===== src/rtl/er_region_ctrl.sv =====
// ER bounds configuration, validation and attested-run sequencer.
// Locks the bounds while armed/running and flags a complete atomic entry-to-exit run.
module er_region_ctrl #(
    parameter logic [15:0] META_BASE = 16'h0140,
    parameter logic [15:0] SMEM_BASE = 16'hA000,
    parameter logic [15:0] SMEM_SIZE = 16'h4000
) (
    input  logic        clk,
    input  logic        puc_rst,
    input  logic [15:0] pc,
    input  logic        irq,
    input  logic [15:0] data_addr,
    input  logic [15:0] data_din,
    input  logic        data_wr,
    input  logic        data_rd,
    output logic [15:0] data_dout,
    output logic [15:0] er_min,
    output logic [15:0] er_max,
    output logic        locked,
    output logic        exec_flag,
    output logic        err
);

    typedef enum logic [1:0] {
        S_IDLE  = 2'd0,
        S_ARMED = 2'd1,
        S_RUN   = 2'd2,
        S_DONE  = 2'd3
    } state_t;

    state_t      r_state;
    state_t      w_state_nxt;
    logic [15:0] r_er_min;
    logic [15:0] r_er_max;
    logic [15:0] r_prev_pc;
    logic [15:0] r_dout;
    logic        r_last_q;
    logic        r_exec_flag;
    logic        r_err;

    logic        w_sel_min, w_sel_max, w_sel_ctl;
    logic        w_wr_min, w_wr_max, w_cfg_write;
    logic        w_arm, w_clear, w_errclr;
    logic        w_unlocked, w_in_er, w_cfg_valid;
    logic        w_set_err, w_set_exec, w_clr_exec;
    logic [16:0] w_smem_end;
    logic [15:0] w_status;

    assign w_sel_min   = (data_addr == META_BASE);
    assign w_sel_max   = (data_addr == META_BASE + 16'd2);
    assign w_sel_ctl   = (data_addr == META_BASE + 16'd4);
    assign w_wr_min    = data_wr & w_sel_min;
    assign w_wr_max    = data_wr & w_sel_max;
    assign w_cfg_write = w_wr_min | w_wr_max;
    assign w_arm       = data_wr & w_sel_ctl & data_din[0];
    assign w_clear     = data_wr & w_sel_ctl & data_din[1];
    assign w_errclr    = data_wr & w_sel_ctl & data_din[2];

    assign w_unlocked  = (r_state == S_IDLE) || (r_state == S_DONE);
    assign w_in_er     = (pc >= r_er_min) && (pc <= r_er_max);
    // Secure-memory end is formed in 17 bits so a region ending at 16'hFFFF cannot wrap.
    assign w_smem_end  = {1'b0, SMEM_BASE} + {1'b0, SMEM_SIZE};
    assign w_cfg_valid = (r_er_min < r_er_max) &&
                         ((r_er_max < SMEM_BASE) || ({1'b0, r_er_min} >= w_smem_end));
    assign w_status    = {10'd0, w_cfg_valid, r_err, r_exec_flag, 1'b0, r_state};

    always_comb begin
        // NOTE: every output of this block gets a default first so no path can infer a latch.
        w_state_nxt = r_state;
        w_set_err   = w_cfg_write & ~w_unlocked;
        w_set_exec  = 1'b0;
        w_clr_exec  = 1'b0;
        case (r_state)
            S_IDLE: begin
                if (w_arm) begin
                    if (w_cfg_valid) w_state_nxt = S_ARMED;
                    else             w_set_err   = 1'b1;
                end
            end
            S_ARMED: begin
                if (w_clear) begin
                    w_state_nxt = S_IDLE;
                end else if (pc == r_er_min) begin
                    w_state_nxt = S_RUN;
                end else if ((pc > r_er_min) && (pc <= r_er_max)) begin
                    w_state_nxt = S_IDLE;
                    w_set_err   = 1'b1;
                end
            end
            S_RUN: begin
                if (w_clear) begin
                    w_state_nxt = S_IDLE;
                end else if (irq) begin
                    w_state_nxt = S_IDLE;
                    w_set_err   = 1'b1;
                end else if (!w_in_er && r_last_q) begin
                    w_state_nxt = S_DONE;
                    w_set_exec  = 1'b1;
                end else if (!w_in_er || ((pc == r_er_min) && (pc != r_prev_pc))) begin
                    w_state_nxt = S_IDLE;
                    w_set_err   = 1'b1;
                end
            end
            S_DONE: begin
                if (w_cfg_write) begin
                    w_state_nxt = S_IDLE;
                    w_clr_exec  = 1'b1;
                end else if (w_arm) begin
                    w_clr_exec = 1'b1;
                    if (w_cfg_valid) begin
                        w_state_nxt = S_ARMED;
                    end else begin
                        w_state_nxt = S_IDLE;
                        w_set_err   = 1'b1;
                    end
                end else if (pc == r_er_min) begin
                    w_state_nxt = S_RUN;
                    w_clr_exec  = 1'b1;
                end else if (w_in_er) begin
                    w_state_nxt = S_IDLE;
                    w_clr_exec  = 1'b1;
                    w_set_err   = 1'b1;
                end
            end
            default: w_state_nxt = S_IDLE;
        endcase
    end

    // NOTE: sequential state uses non-blocking assignments so every register samples pre-edge values.
    always_ff @(posedge clk or posedge puc_rst) begin
        if (puc_rst) begin
            r_state     <= S_IDLE;
            r_er_min    <= 16'd0;
            r_er_max    <= 16'd0;
            r_prev_pc   <= 16'd0;
            r_dout      <= 16'd0;
            r_last_q    <= 1'b0;
            r_exec_flag <= 1'b0;
            r_err       <= 1'b0;
        end else begin
            r_state   <= w_state_nxt;
            r_prev_pc <= pc;
            r_last_q  <= (pc == r_er_max);
            if (w_wr_min && w_unlocked) r_er_min <= data_din;
            if (w_wr_max && w_unlocked) r_er_max <= data_din;
            if (w_set_exec)      r_exec_flag <= 1'b1;
            else if (w_clr_exec) r_exec_flag <= 1'b0;
            r_err <= w_set_err | (r_err & ~w_errclr);
            // Zero when idle so the read port can be OR-combined onto the bus.
            if (data_rd && w_sel_min)      r_dout <= r_er_min;
            else if (data_rd && w_sel_max) r_dout <= r_er_max;
            else if (data_rd && w_sel_ctl) r_dout <= w_status;
            else                           r_dout <= 16'd0;
        end
    end

    assign data_dout = r_dout;
    assign er_min    = r_er_min;
    assign er_max    = r_er_max;
    assign locked    = (r_state == S_ARMED) || (r_state == S_RUN);
    assign exec_flag = r_exec_flag;
    assign err       = r_err;

endmodule


===== config.mk =====
export PLATFORM = sky130hd
export DESIGN_NAME = er_region_ctrl
export DESIGN_NICKNAME = d
export VERILOG_FILES = /design/src/rtl/er_region_ctrl.sv
export SDC_FILE = /design/constraint.sdc
export NUM_CORES = 1
export LEC_CHECK = 0
export BUFFER_PORTS_ARGS = -buffer_cell sky130_fd_sc_hd__buf_4
export CAP_MARGIN = 0
export CORE_ASPECT_RATIO = 1.4
export CORE_MARGIN = 4
export CORE_UTILIZATION = 25
export CTS_CLUSTER_DIAMETER = 60
export DETAILED_ROUTE_END_ITERATION = 12
export GPL_ROUTABILITY_DRIVEN = 0
export SYNTH_ARGS = -nofsm -noshare
export SYNTH_HDL_FRONTEND = slang
export SYNTH_SLANG_ARGS = --single-unit

===== constraint.sdc =====
create_clock -name clk -period 2.67 [get_ports clk]
set_input_delay 0.267 -clock clk [delete_from_list [all_inputs] [get_ports clk]]
set_output_delay 0.267 -clock clk [all_outputs]
set_load 0.005 [all_outputs]

== After elaboration in Yosys (flattened, before gate mapping) ==
Cells that the tools add are included.
Word-level totals
  bits in registers: 69
  output and inout port bits: 51
  logic and storage cells: 101
Cells by class
  order comparisons: 6
  equal/unequal tests: 14
  multiplexer cells: 43
  bitwise operators: 12
  reduce and logical (&&, ||, !) cells: 18
Operator list (number)
  $eq A16 B9 Y1 const B: 3
  $eq A16 B16 Y1: 2
  $mux W16: 2
  $mux W2: 13
  $mux W1: 25
  $ge A16 B16 Y1: 1
  $ge A16 B16 Y1 const B: 1
  $gt A16 B16 Y1: 1
  $le A16 B16 Y1: 1
  $lt A16 B16 Y1: 1
  $lt A16 B16 Y1 const B: 1
  $ne A16 B16 Y1: 1
  $logic_and A1 B1 Y1: 10
  $and A1 B1 Y1: 8
  $pmux W2 S4: 1
  $mux W6: 1
  $ne A5 B4 Y1 const B: 1
  $ne A5 B5 Y1 const B: 1
  $reduce_and A5 Y1: 1
  $eq A2 B2 Y1 const B: 2
  $logic_or A1 B1 Y1: 4
  $ne A2 B2 Y1 const B: 2
  $ne A4 B4 Y1 const B: 1
  $pmux W1 S4: 1
  other kinds (6): 8

== Longest topological paths before layout ==
Gate-level depths: netlist of the first run.
  depth in word-level cells: 10
  depth in mapped cells: 10

== Worst setup path before layout of the first run ==
No wires, ideal clock.
  path type: register to register
  start point: register r_er_min[5], in the netlist er_min[5]
  end point: register r_state[0]
  arrival: 2.256 ns
  data required time: 2.539 ns
  slack: 0.283 ns
  stages on the path, launching flop included: 11
  buffers on the path: 0
  period minus slack after synthesis: 2.387 ns
  path through: dfrtp_1 > inv_1 > ha_1 > a21oi_2 > o21ai_1 > a221o_1 > or4_4 > o21ai_2 > nor2_1 > a221o_1 > mux2i_1
Between the ends
  cells in the longest elaborated chain, start to end: 8
  elaborated cells between the ends (all ways): 28
  classes of those cells: 4 x order compare; 5 x eq/ne; 10 x mux; 9 x reduce/logical
Ends and longest elaborated chain
  from (decl): RTL line 33  | logic [15:0] r_er_min;
  from (signal assigned): RTL line 144  | if (w_wr_min && w_unlocked) r_er_min <= data_din;
  $ge A16 B16 Y1: RTL line 60  | assign w_in_er = (pc >= r_er_min) && (pc <= r_er_max);
  $logic_and A1 B1 Y1: RTL line 60
  $logic_not A1 Y1: RTL line 96, 99
  $logic_and A1 B1 Y1: RTL line 96  | end else if (!w_in_er && r_last_q) begin
  $mux W2: RTL line 96
  $mux W2: RTL line 93  | end else if (irq) begin
  $mux W2: RTL line 91  | if (w_clear) begin
  $pmux W2 S4: RTL line 73  | case (r_state)
  to (signal assigned): RTL line 141  | r_state <= w_state_nxt;
  to (decl): RTL line 31  | state_t r_state;
Parallel ways exist; a longest one is shown, timed or not.
A chain may end at the register's enable or synchronous reset.

== Final worst setup path of the first run ==
  start point: register r_er_min[8], in the netlist er_min[8]
  end point: register r_state[0]
The elaborated chain is that of the path after synthesis.

==> results of run 1 <==
final cells by class:
type / count / area, um2
multi-input cells: 311 / 2257
clock buffers: 12 / 236.5
clock inverters: 4 / 72.57
flip-flops and latches: 69 / 1727
well taps: 199 / 249.0
repair buffers: 117 / 890.9
inverters: 36 / 135.1
fillers: 1641 / 10600
critical path, delay by kind of cell (launching register included):
family	cells	cell delay, ps
mux	1	130
compound gates	3	770
simple gates	4	790
buf+inv	1	80
fa+ha+maj	1	290
flops	1	410
Yosys cell counts, types with 3 or more instances:
master	count	area share [%]
nand2_1	51	4.7
mux2i_1	18	4.4
xnor2_1	16	3.4
o21ai_1	8	0.97
and2_2	3	0.55
o21ai_0	41	5.0
nor2b_1	7	1.1
nor3_1	4	0.49
nand4_1	11	1.7
nor2_1	29	2.6
dfrtp_1	69	42
and4_2	3	0.73
a21oi_1	21	2.6
nor4_1	4	0.61
inv_1	36	3.3
clkbuf_1	10	0.91
ha_1	52	16
a21o_1	4	0.73
flip-flops by register name, indices dropped and copies added (netlist names):
| name | count |
|---|---|
| data_dout | 16 |
| r_prev_pc | 16 |
| exec_flag | 1 |
| r_last_q | 1 |
| r_state | 2 |
| er_min | 16 |
| err | 1 |
| er_max | 16 |
power groups by stage:
stage	Sequential [mW]	Combinational (mW)	Clock, mW
global route	1.10	0.382	1.34
CTS	1.09	0.345	1.28
finish	1.09	0.343	1.25
floorplan	1.11	0.182	0
detailed placement	1.11	0.342	0
global placement	1.11	0.334	0
cells by family after synthesis:
family / after synthesis / share of synthesized area (%)
AO/OA/AOI/OAI: 93 / 13.22
AND/OR/NAND/NOR: 130 / 16.36
adder cells (fa/ha/maj): 52 / 15.84
flip-flops: 69 / 42.03
buffers and inverters: 46 / 4.204
XOR/XNOR: 16 / 3.411
multiplexers: 20 / 4.934
cell usage in the layout, fill, tap and decap left out, types with 2 or more instances in the layout:
cell type,synthesis,routed
buf_4,0,116
dfrtp_1,69,69
nand2_1,51,51
ha_1,52,51
o21ai_0,41,41
inv_1,36,34
nor2_1,29,29
a21oi_1,21,21
mux2i_1,18,18
xnor2_1,16,16
nand4_1,11,11
clkbuf_16,0,9
o21ai_1,8,8
nor2b_1,7,7
nor3_1,4,4
a21o_1,4,4
nor4_2,2,4
and4_2,3,3
and2_2,3,3
clkbuf_1,10,3
and4_1,2,2
a211oi_1,2,2
a31oi_1,2,2
nand3_1,2,2
a21oi_2,2,2
a221o_1,2,2
a311oi_1,2,2
mux2_2,2,2
inv_2,0,2
bufinv_16,0,2
timing repair:
item	CTS	global route
setup endpoints to repair	0	3
setup buffers	0	6
gates resized for setup	0	5
endpoints found under the hold margin	0	0
per-stage QoR:
| step | power [mW] | worst slack, ps | TNS [ps] | area (um2) | hold slack, ps |
|---|---|---|---|---|---|
| after global routing | 2.813 | -20.28 | -31.21 | 5568 | 51.29 |
| final | 2.686 | 85.54 | 0 | 5568 | 47.25 |
| after floorplan | 1.287 | 282.7 | 0 | 4108 | 298.4 |
| after detailed placement | 1.453 | 74.86 | 0 | 5180 | 403.8 |
| after global placement | 1.445 | 130.5 | 0 | 5180 | 403.5 |
| after CTS | 2.716 | 56.50 | 0 | 5489 | 51.49 |
worst paths after layout:
check,startpoint,to,slack [ps],cells after the start
worst max-delay path,er_min[8],r_state[0],90,10
worst min-delay path,puc_rst,data_dout[2],50,2
worst max register to register,er_min[8],r_state[0],90,10
worst min register to register,exec_flag,exec_flag,550,1
max in group asynchronous,puc_rst,r_prev_pc[7],1970,3
min in group clk,pc[0],r_prev_pc[0],60,1
layer usage:
metal | vias to the layer above | global-route usage [%] | wire length [um] | share of wire [%]
met2 | 114 | 23.88 | 6386 | 51
met5 | - | 0 | 0 | 0
met1 | 1713 | 15.91 | 4936 | 40
met4 | 0 | 5.330 | 336 | 2.7
li1 | 1732 | - | - | -
met3 | 21 | 3.791 | 805 | 6.5
==> impl_metrics.csv, run 1 <==
group,metric,value,unit
critical_path,cpMaxStageDelayCell,"or4_4",
placement,port_buffers,103,
synth,ys_ff_latch,69,
sta,drv_slew,0,
sta,slew_headroom,53.83,%
sta,hold_violations,0,
floorplan,dieArea,18580,um2
synth,syn-cell-area,4108,um2
clock_tree,cts.hold.buffers_added,0,
sta,finalSetupViolCount,0,
synth,synth_area_per_cell,9.642,um2
synth,synthesis.nets,531,
floorplan,core,16170,um2
power_and_ir_drop,power_frac_seq,40.7,%
route,first_pass_iters,5,
final_layout,nNetsFinal,649,
power_and_ir_drop,ir_drop,0.3028,mV
job,maxCapViolations,0,
final_layout,drive_gt1_share,28.78,%
synth,yosys_warnings,0,
min_path,hold_path.class,"in -> async",
clock_tree,cts.clk_slew.worst_paths,60,ps
route,drt.antenna.violating_nets,0,
floorplan,row_count,55,
route,wl_per_cell,16.66,um
power_and_ir_drop,p_int,2.052,mW
sta,fin_crit_sh,96.80,%
final_layout,antennaDiodeCount,0,
status,status,"finished clean",
clock_tree,htree_num_levels,3,
clock_tree,tritoncts,"yes",
route,finalWirelength,12.47,mm
global_routing,grt_usage,13.82,%
route,vias,3580,
final_layout,fin_util,34.43,%
power_and_ir_drop,p_leak,2.790,nW
power_and_ir_drop,power_frac_comb,12.8,%
sta,worst_clock_skew,5.052,ps
route,detail_route.iter0.violations,261,
global_routing,antenna_found_initial,0,
floorplan,ios,104,
critical_path,worst_ep_arrival_time,2790,ps
synth,synth_edf_count,0,
synth,synthFlopType,"dfrtp_1",
power_and_ir_drop,swShare,23.59,%
placement,dpl.hpwl,10.03,mm
route,drc,0,
final_layout,area_growth,35.55,%
power_and_ir_drop,power_switching,0.6335,mW
clock_tree,clk_latency,330,ps
synth,ys_seq_area_share,42.03,%
power_and_ir_drop,powerDensity,482.3,nW/um2
clock_tree,cts_max_path_buffers,2,
global_routing,grt-ovfl-total,0,
synth,async_flop_share,100.0,%
critical_path,start_kind,"register",
critical_path,worstPathRequired,2880,ps
sta,fmax,386.9,MHz
critical_path,max_stage_delay,470,ps
critical_path,cp-end-kind,"register",
power_and_ir_drop,p_clk_share,46.5,%
floorplan,die_w,116.3,um
floorplan,die_y,159.7,um
synth,synth_cell_types,48,
placement,dp.cells,726,
critical_path,critPathMaxFanout,5,
synth,netlist_instances,426,
floorplan,initial_core_util,25.40,%
final_layout,final_cell_count_no_fill,748,
global_routing,grt_pass1_wl,19.96,mm
sta,tightestPinTransition,691.6,ps
critical_path,path_class,"reg -> reg",
global_routing,grt_pass1_vias,3785,
global_routing,grt_max_degree,40,
sta,period_needed,2584,ps
clock_tree,numCtsBuffers,9,
route,via_per_inst,4.786,
clock_tree,cts-root-buf,"clkbuf_16",
critical_path,path_cells,"inv_1 -> ha_1 -> nand4_1 -> nor2_1 -> a221o_1 -> or4_4 -> o21ai_2 -> nor2_1 -> a221o_1 -> mux2i_1",
clock_tree,cts_num_sinks,69,
Power figures use the tool's default switching activity.
==> run 2, diff against run 1 <==
- ABC_AREA: not set -> 1
- BUFFER_PORTS_ARGS: -buffer_cell sky130_fd_sc_hd__buf_4 -> -buffer_cell sky130_fd_sc_hd__buf_2
- CORE_UTILIZATION: 25 -> 55
- PLACE_DENSITY: not set -> 0.81
==> run 2 against run 1 <==
Compared with the run above: synthesized area rose by 7.3%; highest routed layer unchanged; via count rose by 11%; critical endpoint unchanged; clock skew rose by 1.1 ps; first-iteration DRC count fell by 30%.
==> impl_metrics.csv, run 2 <==
group,metric,value,unit
clock_tree,cts_max_path_buffers,2,
synth,synthesis.nets,632,
synth,synth_area_per_cell,8.362,um2
route,drc,0,
clock_tree,cts_num_sinks,69,
sta,hold_violations,0,
synth,synth_cell_types,37,
synth,synth_common_cells,"nand2_1 (112), inv_1 (80), dfrtp_1 (69), ha_1 (52), o21ai_0 (39)",
power_and_ir_drop,powerDensity,418.3,nW/um2
placement,dp.cells,725,
sta,slew_headroom,65.71,%
floorplan,die_w,83.65,um
sta,period_needed,2216,ps
min_path,hold_path.class,"in -> reg",
global_routing,grt_pass1_vias,3984,
sta,finalSetupViolCount,0,
sta,finalSetupTns,0,ps
critical_path,critPathMaxFanout,5,
final_layout,area_growth,18.71,%
critical_path,crit_buf_inv,2,
synth,yosys.area.top_type,"dfrtp_1",
sta,fmax,451.2,MHz
route,vias,3987,
final_layout,final_cell_count_no_fill,740,
clock_tree,clk_latency,350,ps
final_layout,final_common_cell,"nand2_1",
final_layout,fin_util,67.09,%
synth,netlist_instances,527,
floorplan,die_y,113.9,um
final_layout,nNetsFinal,742,
critical_path,cp-end-kind,"register",
synth,synth_most_common_cell,"nand2_1",
power_and_ir_drop,p_leak,2.807,nW
sta,rsz0062_at_grt,"no",
route,drt.antenna.violating_nets,0,
critical_path,path_class,"reg -> reg",
floorplan,row_count,38,
route,via_per_inst,5.388,
global_routing,antenna_found_initial,0,
synth,synthTopCellsByArea,"dfrtp_1 (39%), ha_1 (15%), nand2_1 (9.5%)",
synth,yosys_warnings,0,
critical_path,cpMaxStageDelayCell,"dfrtp_1",
synth,syn-cell-area,4407,um2
clock_tree,cts-root-buf,"clkbuf_8",
placement,dpl.hpwl,8.606,mm
power_and_ir_drop,ir_drop,0.2434,mV
clock_tree,numCtsBuffers,9,
power_and_ir_drop,power.total,2.188,mW
clock_tree,tritoncts,"yes",
route,first_pass_iters,5,
route,wl_per_cell,14.59,um
synth,synth_edf_count,0,
synth,async_flop_share,100.0,%
floorplan,core,7797,um2
clock_tree,htree_num_levels,3,
synth,synthFlopType,"dfrtp_1",
floorplan,initial_core_util,56.51,%
job,maxCapViolations,0,
final_layout,antennaDiodeCount,0,
route,detail_route.iter0.violations,183,
floorplan,dieArea,9529,um2
global_routing,grt_usage,23.42,%
sta,fin_crit_sh,83.01,%
critical_path,max_stage_delay,440,ps
global_routing,grt-ovfl-total,0,
final_layout,final_cell_mix,"nand2_1 (112), buf_2 (103), inv_1 (79)",
status,status,"finished clean",
critical_path,start_kind,"register",
global_routing,grt_max_degree,70,
critical_path,worstPathRequired,2950,ps
floorplan,ios,104,
synth,ys_ff_latch,69,
critical_path,worst_ep_arrival_time,2500,ps
critical_path,path_cells,"inv_1 -> ha_1 -> nand2_1 -> nor2_2 -> nand4_2 -> clkinv_1 -> nand2_1 -> a21oi_1 -> nand2_1 -> nand3_1 -> nand3_2 -> nor2_2 -> nand2_1 -> nand2_1",
final_layout,drive_gt1_share,24.69,%
final_layout,n_fill_cell,647,
sta,worst_clock_skew,6.171,ps
sta,drv_slew,0,
route,finalWirelength,10.79,mm
critical_path,crit_top_cell,"nand2_1",
global_routing,grt_pass1_wl,17.88,mm
critical_path,crit_family,"simple AND/OR/NAND/NOR gates",
placement,port_buffers,103,
synth,ys_seq_area_share,39.18,%
clock_tree,post_cts_resized,0,
clock_tree,cts.clk_slew.worst_paths,70,ps
sta,tightestPinTransition,513.1,ps
synth,synth_top_area_share,39.18,%
## run 2: cell types whose count changed after synthesis, moves of 5 or more
cell / before / now
a21oi_1: 21 / 29
inv_1: 36 / 80
mux2i_1: 18 / 0
nand2_1: 51 / 112
nand3_1: 2 / 17
nand3_2: 0 / 5
nor2_2: 0 / 7
nor2b_1: 7 / 0
o21ai_1: 8 / 1
o32ai_1: 0 / 11
xnor2_1: 16 / 0
xor2_1: 0 / 15
## run 2: cell families (layout without fill, tap and decap cells)
group	count (synthesis)	after routing	share of synthesized area [%]
buffers and inverters	96	209	8.262
XOR/XNOR	15	15	2.981
adder cells (fa/ha/maj)	52	52	14.76
AO/OA/AOI/OAI	92	92	12.12
flip-flops	69	69	39.18
AND/OR/NAND/NOR	203	203	22.69
## run 2: timing repair
item	4_1_cts	5_1_grt
hold endpoints to repair	52	0
buffers inserted	0	0
hold buffers	1	0
## run 2: final cells by class
cell class	count	area (um2)	area share [%]
Multi-Input combinational cell	362	2316	44.27
Sequential cell	69	1727	33.01
Timing Repair Buffer	109	575.6	11.00
Inverter	86	322.8	6.171
Clock buffer	12	155.1	2.966
Tap cell	100	125.1	2.392
Clock inverter	2	10.01	0.1913
## run 2: path summary, 6_finish.rpt
kind                                  from            to  slack (ps)  depth (start not counted)
worst max-delay path            er_min[15]    r_state[0]         450                         14
worst min-delay path                 pc[0]  r_prev_pc[0]          70                          1
worst max register to register  er_min[15]    r_state[0]         450                         14
worst min register to register   er_max[9]     er_max[9]         520                          2
max in group asynchronous          puc_rst  r_prev_pc[9]        1850                          4
min in group asynchronous          puc_rst  data_dout[1]         540                          4
## run 2: power by group
group          switching (mW)  total, mW  internal (mW)
sequential             0.0170       1.08           1.07
clock                   0.369      0.744          0.375
combinational           0.217      0.362          0.145
## run 2: through the flow
stage / setup slack (ps) / hold WS, ps / instance area (um2)
2_1_floorplan: 663.1 / 298.4 / 4407
3_3_place_gp: 586.6 / 355.6 / 5056
3_5_place_dp: 486.5 / 368.3 / 5056
4_1_cts: 462.1 / 52.02 / 5231
5_1_grt: 216.1 / 58.78 / 5231
6_report: 453.6 / 69.02 / 5231
## run 2: worst register-to-register path, stage by stage (launching register included)
cell	delay, ps
dfrtp_1	440
inv_1	90
ha_1	300
nand2_1	70
nor2_2	170
nand4_2	180
clkinv_1	80
nand2_1	80
a21oi_1	190
nand2_1	120
nand3_1	120
nand3_2	90
nor2_2	110
nand2_1	60
nand2_1	60
## run 2: per-layer routing
| layer | up-vias | GRT usage [%] | wire, um |
|---|---|---|---|
| li1 | 1943 | - | - |
| met1 | 1870 | 26.83 | 4105 |
| met2 | 151 | 41.95 | 5661 |
| met3 | 23 | 4.697 | 689 |
| met4 | 0 | 10.62 | 336 |
| met5 | - | 0 | 0 |
==> run 3, diff against run 2 <==
- ABC_AREA: 1 -> 0
- CORE_UTILIZATION: 55 -> 54
- clock period: 2.67 -> 2.2 ns (I/O delays scaled with it)
==> run 3 against run 2 <==
Compared with the run above: the run now ends with negative setup slack left; maximum frequency decreased by 15%; sequential power is 23% higher; global-route usage up 7.4 points; critical path depth is 4 lower; highest routed layer unchanged.
==> impl_metrics.csv, run 3 (synthesized netlist as in run 1, its figures left out) <==
group,metric,value,unit
sta,worst_clock_skew,4.099,ps
floorplan,initial_core_util,55.80,%
floorplan,ios,104,
global_routing,antenna_found_initial,0,
critical_path,start_kind,"register",
placement,port_buffers,103,
critical_path,worst_ep_arrival_time,2850,ps
route,finalWirelength,14.49,mm
global_routing,grt_max_degree,70,
sta,rsz0062_at_grt,"yes",
sta,tightestPinTransition,684.3,ps
floorplan,die_w,81.71,um
final_layout,final_cell_mix,"buf_2 (103), buf_4 (83), dfrtp_1 (69)",
floorplan,core,7361,um2
floorplan,die_y,111.2,um
power_and_ir_drop,powerDensity,509.4,nW/um2
floorplan,row_count,37,
critical_path,cp-end-kind,"register",
sta,finalSetupViolCount,4,
clock_tree,htree_num_levels,3,
final_layout,postLayoutCellArea,5913,um2
clock_tree,cts_num_sinks,69,
sta,fin_crit_sh,119.1,%
final_layout,final_common_cell,"buf_2",
route,detail_route.iter0.violations,348,
min_path,hold_path.class,"in -> reg",
sta,finalSetupTns,-1412,ps
route,drc,0,
sta,fmax,381.6,MHz
sta,period_needed,2620,ps
clock_tree,cts_max_path_buffers,2,
power_and_ir_drop,ir_drop,0.6438,mV
global_routing,grt-ovfl-total,0,
status,status,"finished with violations",
final_layout,area_growth,43.95,%
sta,slew_headroom,53.96,%
final_layout,n_fill_cell,450,
final_layout,drive_gt1_share,43.66,%
global_routing,grt_usage,30.84,%
critical_path,critPathMaxFanout,4,
clock_tree,clk_latency,360,ps
status,violations,"negative setup slack",
clock_tree,cts.clk_slew.worst_paths,80,ps
route,via_per_inst,5.924,
critical_path,path_class,"reg -> reg",
floorplan,dieArea,9086,um2
route,wl_per_cell,20.13,um
power_and_ir_drop,p_leak,2.982,nW
route,drt.antenna.violating_nets,0,
global_routing,grt_pass1_wl,21.36,mm
final_layout,antennaDiodeCount,0,
clock_tree,cts-root-buf,"clkbuf_8",
clock_tree,numCtsBuffers,9,
placement,dpl.hpwl,9.520,mm
global_routing,grt_pass1_vias,4472,
final_layout,nNetsFinal,723,
job,maxCapViolations,0,
sta,fin_ws,-420.4,ps
route,vias,4265,
clock_tree,tritoncts,"yes",
sta,hold_violations,0,
route,first_pass_iters,5,
critical_path,worstPathRequired,2430,ps
sta,drv_slew,0,
placement,placed_area,5385,um2
==> run 3: cell types whose count changed in the layout (fill, tap and decap cells not counted), moves of 15 or more <==
cell	previous run	this run
buf_4	4	83
ha_1	52	36
ha_4	0	16
inv_1	79	20
mux2i_1	0	18
nand2_1	112	50
nand3_1	17	2
xnor2_1	0	16
xor2_1	15	0
==> run 3: path summary, 6_finish.rpt <==
path                             start           end  slack (ps)  cells after the start
max                         er_min[12]    r_state[0]        -420                     10
min                        data_din[3]     er_min[3]          80                      3
max reg2reg                 er_min[12]    r_state[0]        -420                     10
min reg2reg                  er_min[5]     er_min[5]         590                      2
max in group asynchronous      puc_rst  r_prev_pc[1]        1400                      4
min in group asynchronous      puc_rst  data_dout[6]         470                      4
==> run 3: area by class of cell <==
cell class	count	area (um2)	area share, %
multi-input cells	311	2495	42.19
clock inverters	4	70.07	1.185
clock buffers	12	155.1	2.624
flip-flops and latches	69	1727	29.20
well taps	97	121.4	2.052
repair buffers	191	1210	20.46
inverters	36	135.1	2.285
==> run 3: routing by layer <==
metal	part of all wire (%)	GRT usage, %	vias to the layer above	wire length (um)
li1	-	-	1886	-
met1	34	31.84	2032	4907
met2	52	54.57	275	7528
met3	7.9	7.480	72	1146
met4	6.3	17.74	0	911
met5	0	0	-	0
==> run 3: worst max-delay path: stages (launching register included) <==
cell and delay, ps:
dfrtp_1 390, inv_2 90, ha_4 280, nand4_2 130, nor4_2 440, a21boi_2 290
or4_4 180, o21ai_2 60, and3_2 200, a311oi_1 300, mux2i_1 130
==> run 3: timing repair <==
| action | CTS | global route |
|---|---|---|
| hold buffers | 2 | 0 |
| gates resized for setup | 26 | 16 |
| setup endpoints to repair | 5 | 5 |
| endpoints found under the hold margin | 70 | 0 |
| pin swaps | 8 | 8 |
| buffers inserted | 7 | 4 |
| gates cloned | 0 | 0 |
==> run 3: report_power, final <==
group	internal, mW	switching (mW)	total (mW)	leakage [nW]
clock network	0.697	0.501	1.20	0.116
registers	1.30	0.0264	1.33	0.770
logic	0.215	0.274	0.488	2.09
total	2.21	0.801	3.01	2.98
==> run 3: metrics by stage <==
step / cells / power (mW) / utilization (%) / hold WS (ps) / worst slack, ps
after floorplan: 426 / 1.565 / - / 251.4 / -107.3
after detailed placement: 691 / 1.768 / 73.16 / 329.6 / -297.6
after global routing: 720 / 3.116 / 80.33 / 81.53 / -499.4
after CTS: 716 / 2.959 / 78.84 / 74.90 / -238.7
after global placement: 691 / 1.751 / 73.16 / 324.6 / -214.0
final: 720 / 3.012 / 80.33 / 82.97 / -420.4
